===== config.mk =====
export PLATFORM = sky130hd
export DESIGN_NAME = morph_pipe_ctrl
export DESIGN_NICKNAME = d
export VERILOG_FILES = /design/src/rtl/morph_pipe_ctrl.sv
export SDC_FILE = /design/constraint.sdc
export NUM_CORES = 1
export LEC_CHECK = 0
export CAP_MARGIN = 10
export CORE_MARGIN = 2
export CORE_UTILIZATION = 53
export DETAILED_ROUTE_END_ITERATION = 10
export HOLD_SLACK_MARGIN = 0.08
export PLACE_DENSITY = 0.9
export SLEW_MARGIN = 20
export SYNTH_ARGS = -nofsm -noshare
export SYNTH_HDL_FRONTEND = slang
export SYNTH_SLANG_ARGS = --single-unit

===== constraint.sdc =====
create_clock -name lcd_pclk -period 2.87 [get_ports lcd_pclk]
set_input_delay 0.7175 -clock lcd_pclk [delete_from_list [all_inputs] [get_ports lcd_pclk]]
set_output_delay 0.7175 -clock lcd_pclk [all_outputs]
set_load 0.02 [all_outputs]

===== src/rtl/morph_pipe_ctrl.sv =====
// morph_pipe_ctrl: sequences ROM reads into a 3-line buffer feeding a 3x3
// morphology window. Each frame clears the line buffer, prefills PRE_LINES
// rows, then reads one row per raster line just ahead of the display window.
module morph_pipe_ctrl #(
  parameter int PIC_WIDTH   = 250,
  parameter int PIC_HEIGHT  = 250,
  parameter int PIC_X_START = 310,
  parameter int PIC_Y_START = 10,
  parameter int PRE_LINES   = 2,
  parameter int LEAD        = 12,
  parameter int ADDR_W      = 16
) (
  input  logic              lcd_pclk,
  input  logic              rst,
  input  logic              frame_start,
  input  logic [10:0]       pixel_xpos,
  input  logic [10:0]       pixel_ypos,
  input  logic              fifo_rst_busy,
  output logic              fifo_rst,
  output logic              rom_rd_en,
  output logic [ADDR_W-1:0] rom_addr,
  output logic              lb_wr_en,
  output logic              lb_rd_en,
  output logic              win_valid,
  output logic              busy,
  output logic              frame_done,
  output logic              err
);

  localparam int unsigned PRE_LEN = PRE_LINES * PIC_WIDTH;
  localparam int unsigned TOTAL   = PIC_WIDTH * PIC_HEIGHT;
  localparam int unsigned CNT_MAX = (PRE_LEN > PIC_WIDTH) ? PRE_LEN : PIC_WIDTH;
  localparam int unsigned CNT_W   = $clog2(CNT_MAX + 1);

  localparam logic [10:0]       TRIG_X    = 11'(PIC_X_START - LEAD);
  localparam logic [10:0]       Y_LO      = 11'(PIC_Y_START);
  localparam logic [10:0]       Y_HI      = 11'(PIC_Y_START + PIC_HEIGHT - PRE_LINES);
  localparam logic [CNT_W-1:0]  PRE_LAST  = CNT_W'(PRE_LEN - 1);
  localparam logic [CNT_W-1:0]  RUN_LAST  = CNT_W'(PIC_WIDTH - 1);
  localparam logic [CNT_W-1:0]  CNT_ONE   = CNT_W'(1);
  localparam logic [ADDR_W:0]   LAST_ADDR = (ADDR_W+1)'(TOTAL - 1);
  localparam logic [ADDR_W:0]   ADDR_ONE  = (ADDR_W+1)'(1);

  // Reject geometries the address and counter widths cannot hold.
  if (longint'(PIC_WIDTH) * longint'(PIC_HEIGHT) > (longint'(1) << ADDR_W)) begin : g_bad_addr_w
    $error("PIC_WIDTH*PIC_HEIGHT exceeds 2**ADDR_W");
  end
  if (PRE_LINES < 1 || PRE_LINES >= PIC_HEIGHT) begin : g_bad_pre_lines
    $error("PRE_LINES must be in [1, PIC_HEIGHT)");
  end

  typedef enum logic [2:0] {IDLE, CLEAR, PREFILL, WAIT_ROW, RUN, DONE} state_t;

  state_t            state_q, state_d;
  logic [ADDR_W:0]   addr_q, addr_d;         // one spare bit so TOTAL is representable
  logic [CNT_W-1:0]  cnt_q, cnt_d;           // reads within prefill or within a row
  logic [1:0]        clr_q, clr_d;           // cycles spent in CLEAR, saturates at 2
  logic [10:0]       last_row_q, last_row_d; // row of the most recent trigger
  logic              fifo_rst_q, fifo_rst_d;
  logic              err_q, err_d;
  logic              lb_wr_q, lb_wr_d;
  logic              lb_rd_q, lb_rd_d;
  logic              win_q, win_d;
  logic              rd_en, run_rd, done_c, in_win;

  // Next-state, counters, delay stages and strobes; frame_start overrides all.
  always_comb begin
    state_d    = state_q;
    addr_d     = addr_q;
    cnt_d      = cnt_q;
    clr_d      = clr_q;
    last_row_d = last_row_q;
    err_d      = err_q;
    fifo_rst_d = 1'b0;
    rd_en      = 1'b0;
    run_rd     = 1'b0;
    done_c     = 1'b0;
    in_win     = (pixel_ypos >= Y_LO) && (pixel_ypos < Y_HI);

    case (state_q)
      IDLE: ;
      CLEAR: begin
        if (clr_q != 2'd2) clr_d = clr_q + 2'd1;
        if (clr_q == 2'd2 && !fifo_rst_busy) begin
          state_d = PREFILL;
          cnt_d   = '0;
        end
      end
      PREFILL: begin
        rd_en  = 1'b1;
        addr_d = addr_q + ADDR_ONE;
        if (cnt_q == PRE_LAST) begin
          cnt_d   = '0;
          state_d = WAIT_ROW;
        end else begin
          cnt_d = cnt_q + CNT_ONE;
        end
      end
      WAIT_ROW: begin
        if (pixel_xpos == TRIG_X && in_win && pixel_ypos != last_row_q) begin
          state_d    = RUN;
          last_row_d = pixel_ypos;
          cnt_d      = '0;
        end else if (pixel_ypos >= Y_HI) begin
          err_d   = 1'b1;
          state_d = DONE;
        end
      end
      RUN: begin
        rd_en  = 1'b1;
        run_rd = 1'b1;
        addr_d = addr_q + ADDR_ONE;
        if (cnt_q == RUN_LAST) begin
          cnt_d   = '0;
          state_d = (addr_q == LAST_ADDR) ? DONE : WAIT_ROW;
        end else begin
          cnt_d = cnt_q + CNT_ONE;
        end
      end
      DONE: begin
        if (!lb_wr_q && !lb_rd_q && !win_q) begin
          done_c  = 1'b1;
          state_d = IDLE;
        end
      end
      default: state_d = IDLE;
    endcase

    lb_wr_d = rd_en;
    lb_rd_d = run_rd;
    win_d   = lb_rd_q;

    // A start outside IDLE is an abort: flush the pipeline so nothing of the
    // old frame reaches the line buffer or window, and suppress frame_done.
    if (frame_start) begin
      state_d    = CLEAR;
      fifo_rst_d = 1'b1;
      addr_d     = '0;
      cnt_d      = '0;
      clr_d      = '0;
      last_row_d = '1;
      lb_wr_d    = 1'b0;
      lb_rd_d    = 1'b0;
      win_d      = 1'b0;
      done_c     = 1'b0;
      if (state_q != IDLE) err_d = 1'b1;
    end
  end

  // FSM state register.
  always_ff @(posedge lcd_pclk or posedge rst) begin
    if (rst) state_q <= IDLE;
    else     state_q <= state_d;
  end

  // Datapath registers: address, counters, delay stages, sticky error.
  always_ff @(posedge lcd_pclk or posedge rst) begin
    if (rst) begin
      addr_q     <= '0;
      cnt_q      <= '0;
      clr_q      <= '0;
      last_row_q <= '0;
      fifo_rst_q <= 1'b0;
      err_q      <= 1'b0;
      lb_wr_q    <= 1'b0;
      lb_rd_q    <= 1'b0;
      win_q      <= 1'b0;
    end else begin
      addr_q     <= addr_d;
      cnt_q      <= cnt_d;
      clr_q      <= clr_d;
      last_row_q <= last_row_d;
      fifo_rst_q <= fifo_rst_d;
      err_q      <= err_d;
      lb_wr_q    <= lb_wr_d;
      lb_rd_q    <= lb_rd_d;
      win_q      <= win_d;
    end
  end

  assign fifo_rst   = fifo_rst_q;
  assign rom_rd_en  = rd_en;
  // Saturate rather than wrap when the frame fills the full address space.
  assign rom_addr   = addr_q[ADDR_W] ? '1 : addr_q[ADDR_W-1:0];
  assign lb_wr_en   = lb_wr_q;
  assign lb_rd_en   = lb_rd_q;
  assign win_valid  = win_q;
  assign busy       = (state_q != IDLE);
  assign frame_done = done_c;
  assign err        = err_q;

endmodule


==> reports/qor.txt <==
Avg Inst Size Synth: 9.28 sq um
Fill cell count: 428
Worst vdd ir: 0.313 mV
CP arrival: 2.05 ns
Slowest-stage cell, CP: clkdlybuf4s50_1
Detail Route Antenna Nets: 0
Via Count: 2521
Post-Syn Area: 2790 sq um
Delay-heaviest family, CP: buffers and inverters
Clock root cell: clkbuf_8
Total global routing overflow: 0
Actual slew at the worst max-slew pin: 0.702 ns
Setup CP Type: reg -> out
Clock tree from TritonCTS: built
Number of synthesized register bits: 47
RD Place Congestion: 0.886
Outcome: finished, final reports clean
Worst Skew: 0.00693 ns
Total Power: 1360 uW
Final Critical Period: 2.77 ns
Vias in the first global route: 2487
Syn nets: 331
Area Growth Syn to Fin: 26.4%
CTS Sinks: 47
Fmax: 362 MHz
Initial antenna violation count: 0
H-tree Lvls: 2
Sequential fraction of the synthesis area: 42.1%
Worst setup margin: 0.104 ns
EDFF count, synth: 0
Nets@finish: 392
Skew-Pair Late Insertion Delay: 0.31 ns
Cells after Synth: 301
Power share of the clock group: 29.0%
Async SR Flop Fraction: 100%
Die span in y: 76.6 um
Slew Limit Headroom: 53.1%
Share of layout cells above drive strength 1: 14.3%
Number of diodes: 0
IO buf count: 49
Yosys warning count: 0
Combinational Power Share: 18.4%
Final slew viol count: 0
Buffer depth of the longest clock path: 2
MaxCap Viol Count: 0
CP bufs+invs: 2
Die ar.: 5870 sq um
Startpoint type of the worst setup path: register
Cell Int Power: 965 uW
Max incr delay on CP: 0.63 ns
R2r setup slk: 0.44 ns
Wire length per cell: 15.7 um
RSZ-0062 raised after global routing: false
Core area: 5110 sq um
TritonRoute pass-1 iters: 6
Pwr Density: 386 nW/um^2
Rows: 26
DRC viols: 0
Largest fanout on the critical path: 7
Postcts setup bufs: 0
CTS buffer count: 5
Worst setup EP type: output port
Largest net degree at the start of global routing: 50
Global-route wire length before repair: 11400 um
Worst min-delay path class: reg -> reg
Die width: 76.6 um
Clock edge transition at the registers on the reported setup and hold paths: 0.09 ns
DR iter-0 viols: 161
CP Data Required Time: 2.15 ns
Dpl ws: -0.100 ns
Psw: 399 uW
Final wirelength: 6780 um
Setup violators final: 0
Starting Density: 54.7%
Cell variety after synth: 53
Period utilization: 96.4%
Final hold vios: 0
Main synth FF type: dfrtp_1
Via density: 5.82
Seq pwr share: 52.6%
Sw Share: 29.3%
Hpwl dp: 4890 um
Crit-path cells: nand2b_2 > a21o_1 > inv_1 > clkdlybuf4s50_1
All-Layer GR Usage: 24.0%
IO Pins: 50
P_leak: 0.00145 uW
[worst paths after layout]
| kind | startpoint | end | cells after the start |
|---|---|---|---|
| worst max-delay path | state_q[1] | rom_rd_en | 4 |
| worst min-delay path | err | err | 1 |
| worst max register to register | cnt_q[1] | state_q[2] | 6 |
| worst min register to register | err | err | 1 |
| max in group asynchronous | rst | addr_q[7] | 3 |
| min in group asynchronous | rst | addr_q[13] | 3 |
[layer usage]
| layer | wire length, um | up-vias | share of wire (%) | GRT usage, % |
|---|---|---|---|---|
| met4 | 138 | 0 | 2.0 | 7.27 |
| li1 | - | 1183 | - | - |
| met2 | 3490 | 110 | 51 | 43.3 |
| met5 | 0 | - | 0 | 0 |
| met1 | 2810 | 1210 | 42 | 28.7 |
| met3 | 339 | 18 | 5.0 | 4.98 |
[cell families after synthesis]
| logic type | after synthesis | synth area share (%) |
|---|---|---|
| AND/OR/NAND/NOR | 139 | 26.2 |
| XOR/XNOR | 28 | 8.78 |
| buffers and inverters | 24 | 3.54 |
| flip-flops | 47 | 42.1 |
| adder cells (fa/ha/maj) | 4 | 1.79 |
| multiplexers | 10 | 3.58 |
| AO/OA/AOI/OAI | 49 | 14.0 |
[layout make-up]
class / instances / area (sq um) / area share (%)
Sequential cell: 47 / 1180 / 33.3
Clock buffer: 5 / 68.8 / 1.95
Multi-Input combinational cell: 230 / 1530 / 43.2
Tap cell: 70 / 87.6 / 2.48
Inverter: 14 / 52.6 / 1.49
Clock inverter: 3 / 15.0 / 0.425
Timing Repair Buffer: 64 / 606 / 17.1
[stage by stage]
step              TNS, ns  cells  area, sq um  hold WS (ns)  utilization (%)
2_1_floorplan           0    301         2790         0.484                -
3_3_place_gp   -0.0000819    425         3440         0.465             67.3
4_1_cts                 0    433         3520         0.509             69.0
5_1_grt                 0    433         3530         0.532             69.2
3_5_place_dp       -0.808    425         3440         0.486             67.3
6_report                0    433         3530         0.512             69.2
[Yosys cell counts, drive strengths merged (2+ instances only)]
cell type | n | area (sq um)
nor3 | 12 | 65.1
dfrtp | 47 | 1180
ha | 4 | 50.1
clkbuf | 6 | 22.5
mux2i | 10 | 100
a31oi | 2 | 12.5
o41ai | 2 | 36.3
a21o | 3 | 22.5
nand2b | 2 | 12.5
a22oi | 2 | 15.0
inv | 14 | 52.6
nand3 | 10 | 50.1
or2 | 15 | 93.8
or4b | 2 | 20.0
xor2 | 5 | 43.8
and3 | 5 | 31.3
nand2 | 21 | 86.3
xnor2 | 23 | 201
nor2 | 46 | 173
o311ai | 2 | 35.0
o21ai | 11 | 55.1
buf | 4 | 23.8
a41oi | 3 | 26.3
nor4 | 5 | 37.5
o221ai | 2 | 17.5
a21oi | 12 | 60.1
nand4 | 7 | 43.8
or3 | 5 | 31.3
a2111oi | 2 | 25.0
nor2b | 2 | 12.5
o211a | 2 | 20.0
[worst register-to-register path: stages (launching register included)]
cell	delay [ns]
dfrtp_1	0.42
inv_1	0.10
ha_1	0.18
nand4bb_1	0.10
a2111oi_1	0.70
o221ai_1	0.30
o41ai_1	0.50
[sequential cells by signal (all words and copies together), names as in the netlist]
| signal | cells |
|---|---|
| win_valid | 1 |
| clr_q | 2 |
| err | 1 |
| addr_q | 17 |
| lb_rd_en | 1 |
| cnt_q | 9 |
| state_q | 3 |
| lb_wr_en | 1 |
| fifo_rst | 1 |
| last_row_q | 11 |
[power by group through the flow]
stage	clock, uW	sequential (uW)	combinational, uW
4_1_cts	393	716	250
3_5_place_dp	0	729	248
6_report	396	717	252
5_1_grt	417	721	273
2_1_floorplan	0	716	153
3_3_place_gp	0	726	233
[cell usage in the layout (no fill, tap or decap), drive strengths merged, types with 2 or more instances in the layout]
cell type	netlist	layout
clkdlybuf4s50	0	48
dfrtp	47	47
nor2	46	46
xnor2	23	23
nand2	21	21
or2	15	15
buf	4	15
inv	14	14
a21oi	12	12
nor3	12	12
o21ai	11	11
nand3	10	10
mux2i	10	10
nand4	7	7
xor2	5	5
or3	5	5
and3	5	5
clkbuf	6	5
nor4	5	5
ha	4	4
a21o	3	3
a41oi	3	3
clkinv	0	3
nor2b	2	2
o221ai	2	2
a31oi	2	2
o211a	2	2
a22oi	2	2
o41ai	2	2
or4b	2	2
nand2b	2	2
a2111oi	2	2
o311ai	2	2
[what timing repair did]
item / 4_1_cts / 5_1_grt
resized for setup: 0 / 3
endpoints found under the setup margin: 0 / 2
hold buffers: 0 / 0
No activity file was read; power rests on OpenSTA's default activity.
==> edit 1 (config.mk and constraints unchanged) <==
Register the inputs `frame_start`, `pixel_xpos` and `pixel_ypos` before use. The logic sees them one clock later.
--- a/src/rtl/morph_pipe_ctrl.sv
+++ b/src/rtl/morph_pipe_ctrl.sv
@@ -41,6 +41,16 @@
   localparam logic [ADDR_W:0]   LAST_ADDR = (ADDR_W+1)'(TOTAL - 1);
   localparam logic [ADDR_W:0]   ADDR_ONE  = (ADDR_W+1)'(1);
 
+  logic frame_start_q;
+  logic [10:0] pixel_xpos_q;
+  logic [10:0] pixel_ypos_q;
+
+  always_ff @(posedge lcd_pclk) begin
+    frame_start_q <= frame_start;
+    pixel_xpos_q  <= pixel_xpos;
+    pixel_ypos_q  <= pixel_ypos;
+  end
+
   // Reject geometries the address and counter widths cannot hold.
   if (longint'(PIC_WIDTH) * longint'(PIC_HEIGHT) > (longint'(1) << ADDR_W)) begin : g_bad_addr_w
     $error("PIC_WIDTH*PIC_HEIGHT exceeds 2**ADDR_W");
@@ -75,7 +85,7 @@
     rd_en      = 1'b0;
     run_rd     = 1'b0;
     done_c     = 1'b0;
-    in_win     = (pixel_ypos >= Y_LO) && (pixel_ypos < Y_HI);
+    in_win     = (pixel_ypos_q >= Y_LO) && (pixel_ypos_q < Y_HI);
 
     case (state_q)
       IDLE: ;
@@ -97,11 +107,11 @@
         end
       end
       WAIT_ROW: begin
-        if (pixel_xpos == TRIG_X && in_win && pixel_ypos != last_row_q) begin
+        if (pixel_xpos_q == TRIG_X && in_win && pixel_ypos_q != last_row_q) begin
           state_d    = RUN;
-          last_row_d = pixel_ypos;
+          last_row_d = pixel_ypos_q;
           cnt_d      = '0;
-        end else if (pixel_ypos >= Y_HI) begin
+        end else if (pixel_ypos_q >= Y_HI) begin
           err_d   = 1'b1;
           state_d = DONE;
         end
@@ -132,7 +142,7 @@
 
     // A start outside IDLE is an abort: flush the pipeline so nothing of the
     // old frame reaches the line buffer or window, and suppress frame_done.
-    if (frame_start) begin
+    if (frame_start_q) begin
       state_d    = CLEAR;
       fifo_rst_d = 1'b1;
       addr_d     = '0;
Formal check against the unedited RTL: not equivalent (a bounded check fails within 4 cycles, from zero or initial values and one cycle with rst high).
==> edit 1 against the unedited design <==
Area after synthesis up 15%; die area up 15%; final cell count up 5.5%; largest cell class is now registers; wire length up 4.8%; critical path depth down 1; setup slack better by 17 ps; via count up 3.3%; sequential cell count up 23; count of clock-buffer cells in the layout up 7; final area up 16%; synthesized cell count up 5.6%.
Power is not compared: it rests on default switching activity, and its combinational part moved more than twofold at a synthesized area within 25%.
==> edit 1: results (changes against the unedited design) <==
| Metric | Value |
|---|---|
| Worst path arrival time | `2030 ps (-20 ps)` |
| Largest net degree at the start of global routing | `36 (-28%)` |
| Skew final | `9.89 ps (+2.96 ps)` |
| Fin nets | `407 (+3.8%)` |
| Clk Latency, worst-skew pair | `350 ps (+40 ps)` |
| First-pass GRT wire length | `11.8 mm (+3.6%)` |
| Via count | `2604 (+3.3%)` |
| Status | `completed` |
| Antenna violations before repair | `0 (unchanged)` |
| R2R Path Start | `pixel_ypos_q[6]` |
| Share of post-route cells with drive strength above 1 | `12.8% (-1.5 points)` |
| GP Congestion | `0.907 (+2.4%)` |
| Worst-Margin Slew | `765 ps (+63.4 ps)` |
| Vias in the first global route | `2492 (+0.20%)` |
| Hold path cells | `1 (unchanged)` |
| Synth area leaders | `dfrtp_1 (36%), dfxtp_1 (14%), xnor2_1 (5.4%)` |
| Seq/Total Area, Yosys | `50.7% (+8.6 points)` |
| Async S/R FF share, synth | `67.1% (-33 points)` |
| H-tree Lvls | `3 (+1)` |
| Worst hold start | `pixel_ypos_q[0]` |
| Hold EP | `last_row_q[0]` |
| DP Wirelength | `4.88 mm (-0.11%)` |
| Crit path max fanout | `12 (+5)` |
| Worst r2r dst | `last_row_q[1]` |
| Routed wire length | `7.11 mm (+4.8%)` |
| Total GRT Usage | `23.6% (-0.36 points)` |
| CTS Buf Count | `9 (+4)` |
| DRC marker count from the first detailed-route iteration | `307 (+91%)` |
| Synth Net Count | `348 (+5.1%)` |
| Cell variety after synth | `58 (+9.4%)` |
| R2r worst-path depth | `5 (-1)` |
| Top post-synthesis cells by count | `dfrtp_1 (47), nor2_1 (27), dfxtp_1 (23)` |
==> edit 1: changes by cell type after synthesis, moves of 4 or more <==
cell	before	now
a211oi_1	0	4
a21oi_1	12	16
dfxtp_1	0	23
inv_1	14	8
mux2i_1	10	0
nor2_1	46	27
o22a_1	0	9
==> edit 1: what timing repair did <==
action                                  4_1_cts  5_1_grt
buffers inserted                              0        0
endpoints found under the setup margin        0        1
hold buffers                                  0        0
gates resized for setup                       0        1
==> edit 1: metrics by stage <==
| stage | hold WS (ps) | setup slack [ps] | cell area [um^2] | utilization, % | std cells |
|---|---|---|---|---|---|
| floorplan | 331 | 621 | 3230 | - | 318 |
| global placement | 474 | 497 | 3850 | 65.4 | 441 |
| detailed placement | 489 | 473 | 3850 | 65.4 | 441 |
| CTS | 506 | 109 | 4100 | 69.7 | 457 |
| global route | 515 | 2.38 | 4100 | 69.7 | 457 |
| finish | 512 | 122 | 4100 | 69.7 | 457 |
==> edit 1: how the worst max path moves through the flow <==
stage | start | to | slack, ps | cells after the start
finish | state_q[0] | frame_done | 120 | 3
floorplan | state_q[2] | frame_done | 620 | 3
global placement | state_q[2] | frame_done | 500 | 3
detailed placement | pixel_ypos_q[6] | last_row_q[1] | 470 | 5
global route | state_q[0] | frame_done | 2 | 3
CTS | state_q[2] | frame_done | 110 | 3
==> edit 1: layout make-up <==
class | count | area, um^2
Clock buffer | 12 | 178
Clock inverter | 4 | 73.8
Fill cell | 474 | 1780
Inverter | 10 | 37.5
Multi-Input combinational cell | 227 | 1500
Sequential cell | 70 | 1640
Tap cell | 75 | 93.8
Timing Repair Buffer | 59 | 578
==> edit 1: power groups by stage <==
| stage | clock, uW | combinational [uW] | sequential, uW |
|---|---|---|---|
| 2_1_floorplan | 0 | 458 | 1120 |
| 3_3_place_gp | 0 | 658 | 1150 |
| 3_5_place_dp | 0 | 662 | 1160 |
| 4_1_cts | 981 | 668 | 1140 |
| 5_1_grt | 1030 | 756 | 1160 |
| 6_report | 968 | 676 | 1140 |
==> edit 1: worst max-delay path, cell delays in order, from the launching register on <==
cell and delay [ps]:
dfrtp_1 560, clkinv_1 150, nor4b_1 320, clkdlybuf4s50_1 660
==> edit 1: metal layers <==
layer / up-vias / track usage (%) / share of wire, %
met5: - / 0 / 0
met4: 0 / 11.0 / 1.9
met3: 16 / 4.29 / 5.7
met2: 94 / 38.6 / 49
met1: 1228 / 30.4 / 43
li1: 1266 / - / -
==> edit 1: cells by family (layout without fill, tap and decap cells) <==
family / after synthesis / in the layout / synth area share, %
and+or+nand+nor: 129 / 129 / 22.3
adders and majority gates: 4 / 4 / 1.55
xor gates and xnor gates: 28 / 28 / 7.60
AOI/OAI and AO/OA: 66 / 66 / 15.2
buffers and inverters: 21 / 85 / 2.71
DFF: 70 / 70 / 50.7
==> edit 2 (same flow settings) <==
Without the edit above. The parameter `PIC_Y_START` goes from 10 to 7.
--- a/src/rtl/morph_pipe_ctrl.sv
+++ b/src/rtl/morph_pipe_ctrl.sv
@@ -5,7 +5,7 @@
   parameter int PIC_WIDTH   = 250,
   parameter int PIC_HEIGHT  = 250,
   parameter int PIC_X_START = 310,
-  parameter int PIC_Y_START = 10,
+  parameter int PIC_Y_START = 7,
   parameter int PRE_LINES   = 2,
   parameter int LEAD        = 12,
   parameter int ADDR_W      = 16
Check against the original RTL: no difference found for any inputs over 10 cycles, from zero or initial values and one cycle with rst high; that may be too few to reach the edited logic, so the function may still have changed.
==> edit 2 against the unedited design <==
Sequential share of layout area increased by 2.3 points; synthesized cell count shrank 8.3%; sequential power is 4.0% lower; sequential cell count did not move; final area fell by 6.6%; first-iteration DRC count is 16% lower; power down 7.6%; setup slack better by 140 ps; area after synthesis shrank 6.9%; wire length fell by 16%; largest power group unchanged.
==> edit 2: results (changes against the unedited design) <==
| Metric | Value |
|---|---|
| Async S/R FF share, synth | `100% (unchanged)` |
| Static Leak | `0.00138 uW (-5.2%)` |
| Met1 GRT Util | `30.7% (+2.0 points)` |
| Worst-Margin Slew | `767 ps (+66.0 ps)` |
| Worst r2r dst | `state_q[0]` |
| Fin nets | `361 (-7.9%)` |
| Psw | `306 uW (-23%)` |
| DRC marker count from the first detailed-route iteration | `136 (-16%)` |
| Compound-gate portion of the synthesized area | `13.4% (-0.61 points)` |
| Placed Area | `3200 um^2 (-6.8%)` |
| Met2 Usage GRT | `37.3% (-6.0 points)` |
| Clk tree area frac | `2.88% (+0.51 points)` |
| Final instance area | `3300 um^2 (-6.6%)` |
| Worst hold start | `last_row_q[8]` |
| Synth Net Count | `306 (-7.6%)` |
| Share of post-route cells with drive strength above 1 | `10.2% (-4.1 points)` |
| Total GRT Usage | `22.9% (-1.1 points)` |
| Vias/cell | `5.50 (-5.6%)` |
| #MultiIn Comb | `210 (-8.7%)` |
| Synth area leaders | `dfrtp_1 (45%), xor2_1 (7.4%), nor2_1 (4.3%)` |
| Met3 Usage GRT | `4.74% (-0.23 points)` |
| Top post-synthesis cells by count | `dfrtp_1 (47), nor2_1 (30), xor2_1 (22)` |
| Fraction of area in multi-input gates | `41.1% (-2.2 points)` |
| Cell variety after synth | `44 (-17%)` |
| FF-to-FF setup slack | `740 ps (+300 ps)` |
| Largest delay share family, worst path | `buffers and inverters` |
| Drt first pass iters | `4 (-2)` |
| Seq/total area | `35.6% (+2.3 points)` |
| Post-synthesis adder-cell area fraction | `1.92% (+0.13 points)` |
| Hold Slack | `520 ps (+8.47 ps)` |
| Largest net degree at the start of global routing | `48 (-4.0%)` |
| Skew final | `10.5 ps (+3.56 ps)` |
| Crit path max fanout | `5 (-2)` |
| GP Congestion | `0.864 (-2.5%)` |
| Seq/Total Area, Yosys | `45.2% (+3.1 points)` |
| Signal buffers share of area | `16.8% (-0.39 points)` |
| Vias in the first global route | `2167 (-13%)` |
| R2r worst-path depth | `8 (+2)` |
| Hold path cells | `1 (unchanged)` |
| Layout fillers | `358 (-16%)` |
| XOR/XNOR Fraction of Synth Area | `9.76% (+0.98 points)` |
| Worst VDD drop | `0.320 mV (+2.3%)` |
| Nonclk buf count | `57 (-11%)` |
| DP Wirelength | `4.17 mm (-15%)` |
| Status | `completed` |
| Inverter count | `10 (-4)` |
| Routed wire length | `5.68 mm (-16%)` |
| First-pass GRT wire length | `9.87 mm (-13%)` |
| Clock buf count | `7 (+2)` |
| Hold EP | `last_row_q[8]` |
==> edit 2: logic make-up (layout without fill, tap and decap cells) <==
| group | Yosys count | after routing |
|---|---|---|
| AOI/OAI and AO/OA | 50 | 50 |
| xor gates and xnor gates | 29 | 29 |
| adders and majority gates | 4 | 4 |
| buffers and inverters | 19 | 75 |
| DFF | 47 | 47 |
| muxes | 3 | 3 |
| and+or+nand+nor | 124 | 124 |
==> edit 2: power by group through the flow <==
stage	Combinational (uW)	Sequential, uW	Clock (uW)
CTS	168	688	416
global route	183	690	445
floorplan	89.6	698	0
global placement	162	700	0
detailed placement	166	701	0
finish	167	688	406
==> edit 2: metal layers <==
metal	up-vias	share of wire, %	routed length [um]
met4	0	1.7	95
met2	56	50	2830
li1	1085	-	-
met3	11	3.7	211
met1	1042	45	2550
met5	-	0	0
==> edit 2: per-stage QoR <==
stage	std cells	setup WS [ps]
after floorplan	276	760
after global placement	391	113
after detailed placement	391	15.2
after CTS	399	86.7
after global routing	399	106
final	399	246
